===== config.mk =====
export PLATFORM = sky130hd
export DESIGN_NAME = riscv_fetch_stage_flat
export DESIGN_NICKNAME = d
export VERILOG_FILES = /design/src/rtl/riscv_fetch_pkg.sv /design/src/rtl/riscv_fetch_if.sv /design/src/rtl/riscv_fetch_checker.sv /design/src/rtl/riscv_fetch_fifo.sv /design/src/rtl/riscv_fetch_stage.sv /design/src/flat_wrapper.sv
export SDC_FILE = /design/constraint.sdc
export NUM_CORES = 1
export LEC_CHECK = 0
export BUFFER_PORTS_ARGS = -buffer_cell sky130_fd_sc_hd__buf_2
export CAP_MARGIN = 20
export CORE_MARGIN = 2
export CORE_UTILIZATION = 55
export CTS_BUF_LIST = sky130_fd_sc_hd__clkbuf_16
export CTS_CLUSTER_DIAMETER = 80
export CTS_CLUSTER_SIZE = 12
export DETAILED_ROUTE_END_ITERATION = 16
export PLACE_DENSITY = 0.81
export REMOVE_ABC_BUFFERS = 1
export SYNTH_ARGS = -nofsm -noshare
export SYNTH_HDL_FRONTEND = slang
export SYNTH_SLANG_ARGS = --single-unit

===== constraint.sdc =====
create_clock -name clk -period 9.1 [get_ports clk]
set_input_delay 1.82 -clock clk [delete_from_list [all_inputs] [get_ports clk]]
set_output_delay 1.82 -clock clk [all_outputs]
set_load 0.03 [all_outputs]

===== src/rtl/riscv_fetch_pkg.sv =====
// Shared fetch-stage types and constants for the RISC-V datapath.
package riscv_fetch_pkg;

    localparam logic [31:0] RESET_PC_DEFAULT = 32'h0000_0000;
    localparam logic [31:0] NOP_INSTR        = 32'h0000_0013;

    typedef enum logic [0:0] {
        FETCH_RUN   = 1'b0,
        FETCH_FLUSH = 1'b1
    } fetch_state_e;

    typedef struct packed {
        logic [31:0] instr;
        logic [31:0] pc;
    } fetch_entry_t;

    function automatic logic [31:0] word_align(input logic [31:0] addr);
        return {addr[31:2], 2'b00};
    endfunction

endpackage


===== src/rtl/riscv_fetch_if.sv =====
// Fetch-stage bus bundle: imem request/response, execute redirect and decode handshake.
interface riscv_fetch_if;

    logic        imem_req_valid;
    logic        imem_req_ready;
    logic [31:0] imem_req_addr;
    logic        imem_rsp_valid;
    logic [31:0] imem_rsp_data;
    logic        redirect_valid;
    logic [31:0] redirect_pc;
    logic        id_valid;
    logic        id_ready;
    logic [31:0] id_instr;
    logic [31:0] id_pc;
    logic [31:0] id_pc_plus4;

    modport master (
        output imem_req_valid, imem_req_addr,
        input  imem_req_ready, imem_rsp_valid, imem_rsp_data,
        input  redirect_valid, redirect_pc,
        output id_valid, id_instr, id_pc, id_pc_plus4,
        input  id_ready
    );

    modport slave (
        input  imem_req_valid, imem_req_addr,
        output imem_req_ready, imem_rsp_valid, imem_rsp_data,
        output redirect_valid, redirect_pc,
        input  id_valid, id_instr, id_pc, id_pc_plus4,
        output id_ready
    );

endinterface


===== src/rtl/riscv_fetch_checker.sv =====
// Invariant checks for the fetch stage: buffer overflow and FSM/discard consistency.
module riscv_fetch_checker (
    input logic clk,
    input logic rst,
    input logic push,
    input logic pop,
    input logic full,
    input logic in_flush,
    input logic discard_nz
);

    a_no_overflow: assert property (@(posedge clk) disable iff (rst) !(push && full && !pop));
    a_flush_state: assert property (@(posedge clk) disable iff (rst) in_flush == discard_nz);

endmodule


===== src/rtl/riscv_fetch_fifo.sv =====
// Synchronous FIFO with push/pop/flush; DEPTH must be a power of two.
module riscv_fetch_fifo #(
    parameter int DEPTH = 2,
    parameter int WIDTH = 64,
    localparam int PTR_W = (DEPTH > 1) ? $clog2(DEPTH) : 1,
    localparam int CNT_W = $clog2(DEPTH + 1)
) (
    input  logic             clk,
    input  logic             rst,
    input  logic             push,
    input  logic             pop,
    input  logic             flush,
    input  logic [WIDTH-1:0] wr_data,
    output logic [WIDTH-1:0] rd_data,
    output logic             full,
    output logic             empty,
    output logic [CNT_W-1:0] count
);

    logic [WIDTH-1:0] mem_r [DEPTH];
    logic [PTR_W-1:0] wr_ptr_r;
    logic [PTR_W-1:0] rd_ptr_r;
    logic [CNT_W-1:0] count_r;
    logic             push_ok_s;
    logic             pop_ok_s;

    // A push into a full buffer is accepted only when the head leaves the same cycle
    always_comb begin
        pop_ok_s  = pop && (count_r != '0);
        push_ok_s = push && ((count_r != CNT_W'(DEPTH)) || pop_ok_s);
    end

    // Pointer and occupancy bookkeeping; flush behaves like reset
    always_ff @(posedge clk) begin
        if (rst || flush) begin
            wr_ptr_r <= '0;
            rd_ptr_r <= '0;
            count_r  <= '0;
        end else begin
            if (push_ok_s) begin
                wr_ptr_r <= wr_ptr_r + PTR_W'(1);
            end
            if (pop_ok_s) begin
                rd_ptr_r <= rd_ptr_r + PTR_W'(1);
            end
            count_r <= count_r + CNT_W'(push_ok_s) - CNT_W'(pop_ok_s);
        end
    end

    // Entry storage
    always_ff @(posedge clk) begin
        if (push_ok_s && !flush && !rst) begin
            mem_r[wr_ptr_r] <= wr_data;
        end
    end

    assign rd_data = mem_r[rd_ptr_r];
    assign full    = (count_r == CNT_W'(DEPTH));
    assign empty   = (count_r == '0);
    assign count   = count_r;

endmodule


===== src/rtl/riscv_fetch_stage.sv =====
// RISC-V instruction fetch front end: PC, imem credits, fetch buffer and redirect flush.
// Optional RISCV_FETCH_PERF_EN adds perf_fetched / perf_discarded counters.
module riscv_fetch_stage
    import riscv_fetch_pkg::*;
#(
    parameter logic [31:0] RESET_PC        = RESET_PC_DEFAULT,
    parameter int          FIFO_DEPTH      = 2,
    parameter int          MAX_OUTSTANDING = 2
) (
    input logic           clk,
    input logic           rst,
    riscv_fetch_if.master bus
`ifdef RISCV_FETCH_PERF_EN
    ,
    output logic [31:0]   perf_fetched,
    output logic [31:0]   perf_discarded
`endif
);

    localparam int CNT_W = $clog2(FIFO_DEPTH + 1);
    localparam int OUT_W = $clog2(MAX_OUTSTANDING + 1);

    logic [31:0]      pc_r;
    logic [31:0]      rsp_pc_r;
    logic [OUT_W-1:0] outstanding_r;
    logic [OUT_W-1:0] outstanding_next_s;
    logic [OUT_W-1:0] discard_r;
    logic [OUT_W-1:0] discard_next_s;
    fetch_state_e     state_r;
    fetch_state_e     state_next_s;
    logic             req_valid_s;
    logic             req_fire_s;
    logic             push_s;
    logic             pop_s;
    logic             drop_s;
    logic             fifo_full_s;
    logic             fifo_empty_s;
    logic [CNT_W-1:0] fifo_count_s;
    fetch_entry_t     push_entry_s;
    fetch_entry_t     head_entry_s;

    // Issue credit: memory slots still free and buffer room for every word in flight
    always_comb begin
        if (!rst && !bus.redirect_valid
            && (32'(outstanding_r) < 32'(MAX_OUTSTANDING))
            && ((32'(outstanding_r) + 32'(fifo_count_s)) < 32'(FIFO_DEPTH))) begin
            req_valid_s = 1'b1;
        end else begin
            req_valid_s = 1'b0;
        end
        req_fire_s         = req_valid_s && bus.imem_req_ready;
        pop_s              = !fifo_empty_s && bus.id_ready && !bus.redirect_valid;
        outstanding_next_s = outstanding_r + OUT_W'(req_fire_s) - OUT_W'(bus.imem_rsp_valid);
    end

    // Next-state and response routing: stale words are counted down in FLUSH
    always_comb begin
        push_s         = 1'b0;
        drop_s         = 1'b0;
        discard_next_s = discard_r;
        state_next_s   = FETCH_RUN;
        if (bus.redirect_valid) begin
            drop_s         = bus.imem_rsp_valid;
            discard_next_s = outstanding_next_s;
        end else begin
            case (state_r)
                FETCH_RUN: begin
                    push_s = bus.imem_rsp_valid;
                end
                FETCH_FLUSH: begin
                    drop_s = bus.imem_rsp_valid;
                    if (bus.imem_rsp_valid) begin
                        discard_next_s = discard_r - OUT_W'(1);
                    end else begin
                        discard_next_s = discard_r;
                    end
                end
                default: begin
                    drop_s         = bus.imem_rsp_valid;
                    discard_next_s = '0;
                end
            endcase
        end
        if (discard_next_s != '0) begin
            state_next_s = FETCH_FLUSH;
        end else begin
            state_next_s = FETCH_RUN;
        end
    end

    // FSM state register
    always_ff @(posedge clk) begin
        if (rst) begin
            state_r <= FETCH_RUN;
        end else begin
            state_r <= state_next_s;
        end
    end

    // PC, response PC and credit counters
    always_ff @(posedge clk) begin
        if (rst) begin
            pc_r          <= RESET_PC;
            rsp_pc_r      <= RESET_PC;
            outstanding_r <= '0;
            discard_r     <= '0;
        end else begin
            outstanding_r <= outstanding_next_s;
            discard_r     <= discard_next_s;
            if (bus.redirect_valid) begin
                pc_r     <= word_align(bus.redirect_pc);
                rsp_pc_r <= word_align(bus.redirect_pc);
            end else begin
                if (req_fire_s) begin
                    pc_r <= pc_r + 32'd4;
                end
                if (push_s) begin
                    rsp_pc_r <= rsp_pc_r + 32'd4;
                end
            end
        end
    end

    assign push_entry_s = '{instr: bus.imem_rsp_data, pc: rsp_pc_r};

    riscv_fetch_fifo #(
        .DEPTH (FIFO_DEPTH),
        .WIDTH ($bits(fetch_entry_t))
    ) u_fifo (
        .clk     (clk),
        .rst     (rst),
        .push    (push_s),
        .pop     (pop_s),
        .flush   (bus.redirect_valid),
        .wr_data (push_entry_s),
        .rd_data (head_entry_s),
        .full    (fifo_full_s),
        .empty   (fifo_empty_s),
        .count   (fifo_count_s)
    );

    riscv_fetch_checker u_checker (
        .clk        (clk),
        .rst        (rst),
        .push       (push_s),
        .pop        (pop_s),
        .full       (fifo_full_s),
        .in_flush   (state_r == FETCH_FLUSH),
        .discard_nz (discard_r != '0)
    );

    assign bus.imem_req_valid = req_valid_s;
    assign bus.imem_req_addr  = pc_r;
    assign bus.id_valid       = !fifo_empty_s;
    assign bus.id_instr       = fifo_empty_s ? NOP_INSTR : head_entry_s.instr;
    assign bus.id_pc          = head_entry_s.pc;
    assign bus.id_pc_plus4    = head_entry_s.pc + 32'd4;

`ifdef RISCV_FETCH_PERF_EN
    logic [31:0] perf_fetched_r;
    logic [31:0] perf_discarded_r;

    // Pops to decode, plus flushed entries and dropped responses
    always_ff @(posedge clk) begin
        if (rst) begin
            perf_fetched_r   <= 32'd0;
            perf_discarded_r <= 32'd0;
        end else begin
            perf_fetched_r   <= perf_fetched_r + 32'(pop_s);
            perf_discarded_r <= perf_discarded_r + 32'(drop_s)
                                + (bus.redirect_valid ? 32'(fifo_count_s) : 32'd0);
        end
    end

    assign perf_fetched   = perf_fetched_r;
    assign perf_discarded = perf_discarded_r;
`endif

endmodule

===== src/flat_wrapper.sv =====
// flat-port wrapper written by rule: the top's interface ports become plain ports
module riscv_fetch_stage_flat import riscv_fetch_pkg::*;
#(
    parameter logic [31:0] RESET_PC        = RESET_PC_DEFAULT,
    parameter int          FIFO_DEPTH      = 2,
    parameter int          MAX_OUTSTANDING = 2
)
  (clk, rst, bus_imem_req_valid, bus_imem_req_addr, bus_imem_req_ready, bus_imem_rsp_valid, bus_imem_rsp_data, bus_redirect_valid, bus_redirect_pc, bus_id_valid, bus_id_instr, bus_id_pc, bus_id_pc_plus4, bus_id_ready);
  riscv_fetch_if bus_i ();
  input logic clk;
  input logic rst;
  output wire logic [$bits(bus_i.imem_req_valid)-1:0] bus_imem_req_valid;
  output wire logic [$bits(bus_i.imem_req_addr)-1:0] bus_imem_req_addr;
  input wire logic [$bits(bus_i.imem_req_ready)-1:0] bus_imem_req_ready;
  input wire logic [$bits(bus_i.imem_rsp_valid)-1:0] bus_imem_rsp_valid;
  input wire logic [$bits(bus_i.imem_rsp_data)-1:0] bus_imem_rsp_data;
  input wire logic [$bits(bus_i.redirect_valid)-1:0] bus_redirect_valid;
  input wire logic [$bits(bus_i.redirect_pc)-1:0] bus_redirect_pc;
  output wire logic [$bits(bus_i.id_valid)-1:0] bus_id_valid;
  output wire logic [$bits(bus_i.id_instr)-1:0] bus_id_instr;
  output wire logic [$bits(bus_i.id_pc)-1:0] bus_id_pc;
  output wire logic [$bits(bus_i.id_pc_plus4)-1:0] bus_id_pc_plus4;
  input wire logic [$bits(bus_i.id_ready)-1:0] bus_id_ready;
  assign bus_imem_req_valid = bus_i.imem_req_valid;
  assign bus_imem_req_addr = bus_i.imem_req_addr;
  assign bus_i.imem_req_ready = bus_imem_req_ready;
  assign bus_i.imem_rsp_valid = bus_imem_rsp_valid;
  assign bus_i.imem_rsp_data = bus_imem_rsp_data;
  assign bus_i.redirect_valid = bus_redirect_valid;
  assign bus_i.redirect_pc = bus_redirect_pc;
  assign bus_id_valid = bus_i.id_valid;
  assign bus_id_instr = bus_i.id_instr;
  assign bus_id_pc = bus_i.id_pc;
  assign bus_id_pc_plus4 = bus_i.id_pc_plus4;
  assign bus_i.id_ready = bus_id_ready;
  riscv_fetch_stage #(.RESET_PC(RESET_PC), .FIFO_DEPTH(FIFO_DEPTH), .MAX_OUTSTANDING(MAX_OUTSTANDING)) u_core (.clk(clk), .rst(rst), .bus(bus_i));
endmodule

==> results.ini, run 1 <==
[route]
drc_errors=0
wl_per_cell_um=16.9
viasPerCell=5.71
drtAntennaViolNets=0
drt_iter0_markers=563
dr.pass1.iters=5
num_vias=7109
finalWirelength_um=21100

[global_route]
grt_pass1_vias=6300
grtUsageTotal_pct=23.4
overflow=0
grt_first_pass_wirelength_um=32600
antenna_found_initial=0
grt_max_degree=65

[job]
maxCapViolCount=0

[critical_path]
crit_top_cell=nand4_1
rrSetupSlack_ns=5.77
start_kind=flop
cp_max_fo=60
r2r-start=u_core.u_fifo.count[0]$_SDFF_PP0_
slowest_stage=a2111oi_0
crit_type=reg -> out
critPathMaxStageDelay_ns=0.71
crit_chain=buf_4, nand4_1, a22oi_1, nand4_1, a2111oi_0, xor2_1, buf_2
required_ns=7.28
worstSetupEndpointType=output port
r2r-end=u_core.state_r$_SDFF_PP0_
arrival_ns=4.03
reg2reg_depth=10

[clocking]
postCtsSetupBuffers=0
clk_path_buf_depth=2
cts_resized=0
clk_pin_slew_ns=0.07
clk_latency_ns=0.44
cts_tree=built
cts_root_buffer=clkbuf_16
cts.sinks=194
cts_made_buffers=17
cts.hold.buffers_added=0
htreeDepth=4

[synth]
ys.flop_type=edfxtp_1
yosysWarnings=0
synth_area_leaders=edfxtp_1, dfxtp_1, mux2i_1
syn_area_per_cell_um2=11.0
synth_cell_type_count=64
netlist_area_um2=9180
synth_top_area_share_pct=40.5
yosysSeqAreaShare_pct=55.8
yosysTopAreaCell=edfxtp_1
synthArstFlopShare_pct=0
netlist_instances=838
synth_enable_flop_cells=124
ys_ff_latch=194

[sta]
setup_viol=0
fin_crit_ns=5.85
fin_setup_tns_ns=0
max_slew_margin_pct=39.9
drv_slew=0
hold_violations=0
grt_setup_unrepaired=no
min_period_over_period_pct=64.3
fmax_mhz=171
fin_skew_ns=0.0138
worst_pin_slew_ns=0.898

[min_path]
holdCritStartpoint=u_core.rsp_pc_r[30]$_SDFFE_PP0P_
hold_end=u_core.u_fifo.mem_r[0][30]$_DFFE_PP_
hold_path_depth=0
hold_path.class=reg -> reg

[place]
routabilityCongestion=0.832
place_hpwl_um=14500
postPlaceCellArea_um2=10300
io_buffers=191

[floorplanning]
die_h_um=133
rows=47
die_w_um=133
core_um2=16500
initial_utilization_pct=55.8
io_pins=200
die_area_um2=17700

[power]
ir_worst_vdd_mv=0.135
p_switching_uw=530
p_per_area_nw_per_um2=179
pwr-share-comb_pct=11.3
swShare_pct=27.3
power.internal_mw=1.41
power_frac_seq_pct=51.9
leakagePower_nw=4.11
pwr-share-clk_pct=36.8

[layout]
area_delta_synth_final_pct=18.1
fin_nets=1090
diodes=0
stdcell_area_um2=10800
drive_gt1_share_pct=26.6

[outcome]
status=finished, final reports clean

==> sequential cells by signal, indices dropped and copies added (netlist names), named ones only <==
register                  flops
u_core.state_r                1
u_core.rsp_pc_r              30
u_core.discard_r              2
u_core.outstanding_r          2
u_core.u_fifo.wr_ptr_r        1
u_core.u_fifo.mem_r         124
u_core.u_fifo.rd_ptr_r        1
u_core.bus.imem_req_addr     30
u_core.u_fifo.count           2
==> metrics by stage <==
stage | std cells | util, % | total power, mW | hold slack, ns | worst slack [ns]
4_1_cts | 1246 | 65.9 | 1.95 | 0.457 | 3.16
5_1_grt | 1246 | 65.9 | 2.01 | 0.461 | 2.97
3_5_place_dp | 1214 | 62.5 | 1.24 | 0.441 | 3.73
2_1_floorplan | 795 | - | 1.16 | 0.426 | 1.63
3_3_place_gp | 1214 | 62.5 | 1.24 | 0.435 | 3.77
6_report | 1246 | 65.9 | 1.94 | 0.453 | 3.25
==> cell type report <==
type	instances	area (µm²)
inverters	24	90.1
multi-input cells	577	3770
fillers	1241	5620
well taps	220	275
repair buffers	199	1020
clock buffers	17	425
clock inverters	15	138
flip-flops and latches	194	5130
==> worst max-delay path: cells and delay by family, from the launching register on <==
family	cells	cell delay (ns)
compound gates	2	1.32
flops	1	0.67
xor+xnor	1	0.20
buf+inv	2	0.86
simple gates	2	0.51
==> placed cells by master (no fill, tap or decap), types with 8 or more instances in the layout <==
| cell | Yosys | routed |
|---|---|---|
| a21oi_1 | 27 | 27 |
| nand4_1 | 36 | 36 |
| mux2_2 | 27 | 27 |
| nand2_1 | 71 | 71 |
| nand3_1 | 32 | 32 |
| nor3_1 | 16 | 15 |
| edfxtp_1 | 124 | 124 |
| inv_6 | 0 | 8 |
| a211oi_1 | 12 | 12 |
| buf_2 | 9 | 191 |
| o22ai_1 | 9 | 9 |
| nor2_1 | 83 | 82 |
| buf_4 | 7 | 8 |
| mux2i_1 | 40 | 40 |
| xor2_1 | 30 | 30 |
| o21ai_0 | 13 | 13 |
| and3_1 | 11 | 11 |
| dfxtp_1 | 70 | 69 |
| a31oi_1 | 19 | 19 |
| a21o_1 | 11 | 11 |
| nor4_1 | 14 | 14 |
| xnor2_1 | 36 | 36 |
| clkbuf_16 | 0 | 17 |
| inv_1 | 22 | 22 |
==> worst max-delay path by stage <==
| stage | startpoint | endpoint | cells past startpoint | slack (ns) |
|---|---|---|---|---|
| 5_1_grt | flop | bus_id_pc_plus4[25] | 7 | 2.97 |
| 3_5_place_dp | flop | bus_id_pc_plus4[25] | 7 | 3.73 |
| 2_1_floorplan | bus_imem_rsp_valid | u_core.u_fifo.mem_r[1][10]$_DFFE_PP_ | 3 | 1.63 |
| 6_report | flop | bus_id_pc_plus4[25] | 7 | 3.25 |
| 4_1_cts | flop | bus_id_pc_plus4[25] | 7 | 3.16 |
| 3_3_place_gp | flop | bus_id_pc_plus4[25] | 7 | 3.77 |
==> routing by layer <==
metal | global-route usage (%) | routed length (µm)
met1 | 32.2 | 9150
met2 | 37.4 | 10100
met3 | 5.02 | 1580
met4 | 7.68 | 260
met5 | 0 | 0
==> power by group through the flow <==
stage | Clock, mW | Combinational [mW] | Sequential, mW
finish | 0.713 | 0.220 | 1.01
global route | 0.761 | 0.236 | 1.01
CTS | 0.720 | 0.220 | 1.01
detailed placement | 0 | 0.218 | 1.03
global placement | 0 | 0.215 | 1.02
floorplan | 0 | 0.128 | 1.04
==> cell families after synthesis <==
kind of cell	synth area share (%)
and+or+nand+nor	16.8
DFF	55.8
AOI/OAI and AO/OA	8.76
xor gates and xnor gates	6.29
buffers and inverters	3.43
muxes	7.83
other	0.0408
adders and majority gates	1.04
==> Yosys cell counts (all sizes together) (14+ instances only) <==
cell	count
edfxtp	124
nor2	83
nand2	71
dfxtp	70
mux2i	40
nand4	36
xnor2	36
nand3	32
xor2	30
a21oi	28
mux2	28
clkbuf	27
inv	23
buf	21
a31oi	19
nor3	16
nor4	14
No activity file was read; power rests on OpenSTA's default activity.
==> inputs of run 2 (changes only) <==
--- a/config.mk
+++ b/config.mk
@@ -8,12 +8,12 @@
 export BUFFER_PORTS_ARGS = -buffer_cell sky130_fd_sc_hd__buf_2
 export CAP_MARGIN = 20
 export CORE_MARGIN = 2
-export CORE_UTILIZATION = 55
+export CORE_UTILIZATION = 49
 export CTS_BUF_LIST = sky130_fd_sc_hd__clkbuf_16
 export CTS_CLUSTER_DIAMETER = 80
 export CTS_CLUSTER_SIZE = 12
 export DETAILED_ROUTE_END_ITERATION = 16
-export PLACE_DENSITY = 0.81
+export PLACE_DENSITY = 0.76
 export REMOVE_ABC_BUFFERS = 1
 export SYNTH_ARGS = -nofsm -noshare
 export SYNTH_HDL_FRONTEND = slang
==> constraint.sdc (replaced) <==
create_clock -name clk -period 5.25 [get_ports clk]
set_input_delay 1.05 -clock clk [delete_from_list [all_inputs] [get_ports clk]]
set_output_delay 1.05 -clock clk [all_outputs]
set_load 0.03 [all_outputs]
==> run 2 against run 1 <==
Against the previous run:
- clock power is 70% higher
- setup slack worse by 2.4 ns
- hold slack better by 0.0056 ns
- utilization is 7.2 points lower
- sequential power is 73% higher
- combinational power is 74% higher
- clock skew is 0.0021 ns lower
- total power is 72% higher
- final cell count is 1.4% higher
- routed wire length is 1.1% higher
- global-route usage is 2.0 points lower
- critical path type unchanged
- largest power group unchanged
- highest routed layer unchanged
==> results.ini, run 2 (same netlist as run 1, synthesis figures left out) <==
[place]
place_inst=1230
io_buffers=191
routabilityCongestion=0.876
place_hpwl_um=14900

[floorplanning]
initial_utilization_pct=49.6
rows=50
die_h_um=141
io_pins=200
core_um2=18500
die_area_um2=19900
die_w_um=141

[layout]
fillers=1528
drive_gt1_share_pct=26.4
layout_common_cells=buf_2, edfxtp_1, nor2_1
top_register=u_core.u_fifo.mem_r
area_delta_synth_final_pct=18.4
fin_nets=1093
diodes=0
largest_reg_flops=124
layout_commonest_cell=buf_2
stdcell_count=1263

[route]
drt_iter0_markers=509
drtAntennaViolNets=0
viasPerCell=5.56
wl_per_cell_um=16.9
num_vias=7019
dr.pass1.iters=5
finalWirelength_um=21300
drc_errors=0

[sta]
fin_crit_ns=4.42
min_period_over_period_pct=84.1
drv_slew=0
worst_pin_slew_ns=0.902
setup_viol=0
whs_ns=0.459
grt_setup_unrepaired=no
hold_violations=0
max_slew_margin_pct=39.7
fin_skew_ns=0.0116
fmax_mhz=226

[min_path]
hold_path_depth=0
hold_path.class=reg -> reg
hold_end=u_core.u_fifo.mem_r[1][30]$_DFFE_PP_
holdCritStartpoint=u_core.rsp_pc_r[30]$_SDFFE_PP0P_

[critical_path]
slowest_stage=dfxtp_4
critPathMaxStageDelay_ns=0.80
required_ns=4.20
reg2reg_depth=10
rrSetupSlack_ns=1.95
crit_type=reg -> out
worstSetupEndpointType=output port
r2r-end=u_core.state_r$_SDFF_PP0_
arrival_ns=3.37
r2r-start=u_core.u_fifo.count[0]$_SDFF_PP0_
start_kind=flop
cp_max_fo=63
crit_chain=mux2_2, a21boi_0, nand4_1, a2111oi_0, xor2_1, buf_2

[clocking]
postCtsSetupBuffers=0
cts_tree=built
cts_root_buffer=clkbuf_16
clk_pin_slew_ns=0.06
cts.sinks=194
clk_path_buf_depth=2
cts_resized=0
cts_made_buffers=17
clk_latency_ns=0.43
htreeDepth=4
cts.hold.buffers_added=0

[global_route]
grt_pass1_vias=6533
grtUsageTotal_pct=21.4
antenna_found_initial=0
overflow=0
grt_max_degree=64
grt_first_pass_wirelength_um=33500

[power]
ir_worst_vdd_mv=0.237
p_total_mw=3.34
leakagePower_nw=4.11
p_per_area_nw_per_um2=307

[outcome]
status=finished, final reports clean

[job]
maxCapViolCount=0

[run 2: cell types whose count changed in the layout (fill, tap and decap cells not counted)]
cell	before	now
inv_6	8	3
buf_4	8	11
inv_1	22	25
clkinv_1	1	3
clkinvlp_4	2	4
inv_8	2	0
bufinv_16	0	1
clkinv_8	1	0
nor4_1	14	13
nor4_2	0	1
[run 2: critical path, delay by kind of cell (launching register included)]
| kind | cells | cell delay (ns) |
|---|---|---|
| AOI/OAI and AO/OA | 2 | 1.09 |
| xor gates and xnor gates | 1 | 0.18 |
| buffers and inverters | 1 | 0.21 |
| DFF | 1 | 0.80 |
| muxes | 1 | 0.33 |
| and+or+nand+nor | 1 | 0.29 |
[run 2: through the flow]
step	cell area (µm²)	utilization [%]	TNS [ns]	setup slack (ns)
floorplan	8980	-	-169.13	-1.45
global placement	10300	55.8	0	1.25
detailed placement	10300	55.8	0	1.26
CTS	10900	58.7	0	0.805
global route	10900	58.7	0	0.513
finish	10900	58.7	0	0.835
[run 2: final cells by class]
class	count	area, µm²	area share [%]
flip-flops and latches	194	5130	47.2
inverters	24	90.1	0.828
clock buffers	17	425	3.91
well taps	234	293	2.69
repair buffers	202	1040	9.55
clock inverters	15	119	1.09
multi-input cells	577	3780	34.8
[run 2: worst max path at each step]
stage	startpoint	end	slack, ns	depth (start not counted)
after detailed placement	flop	bus_id_pc_plus4[25]	1.26	6
after global placement	flop	bus_id_pc_plus4[25]	1.25	6
after CTS	flop	bus_id_pc_plus4[25]	0.81	6
final	flop	bus_id_pc_plus4[25]	0.83	6
after global routing	flop	bus_id_pc_plus4[25]	0.51	6
after floorplan	bus_imem_rsp_valid	u_core.u_fifo.mem_r[1][10]$_DFFE_PP_	-1.45	3
[run 2: per-layer routing]
metal	wire length, µm	share of wire (%)	global-route usage, %	vias up
met5	0	0	0	-
met4	472	2.2	8.53	0
met3	1500	7.0	4.31	33
met2	9740	46	34.1	317
met1	9600	45	29.1	3249
li1	-	-	-	3420
[run 2: power by group]
| part | switching, mW | internal [mW] | total, mW |
|---|---|---|---|
| sequential | 0.0598 | 1.69 | 1.75 |
| combinational | 0.250 | 0.132 | 0.382 |
| clock | 0.564 | 0.649 | 1.21 |
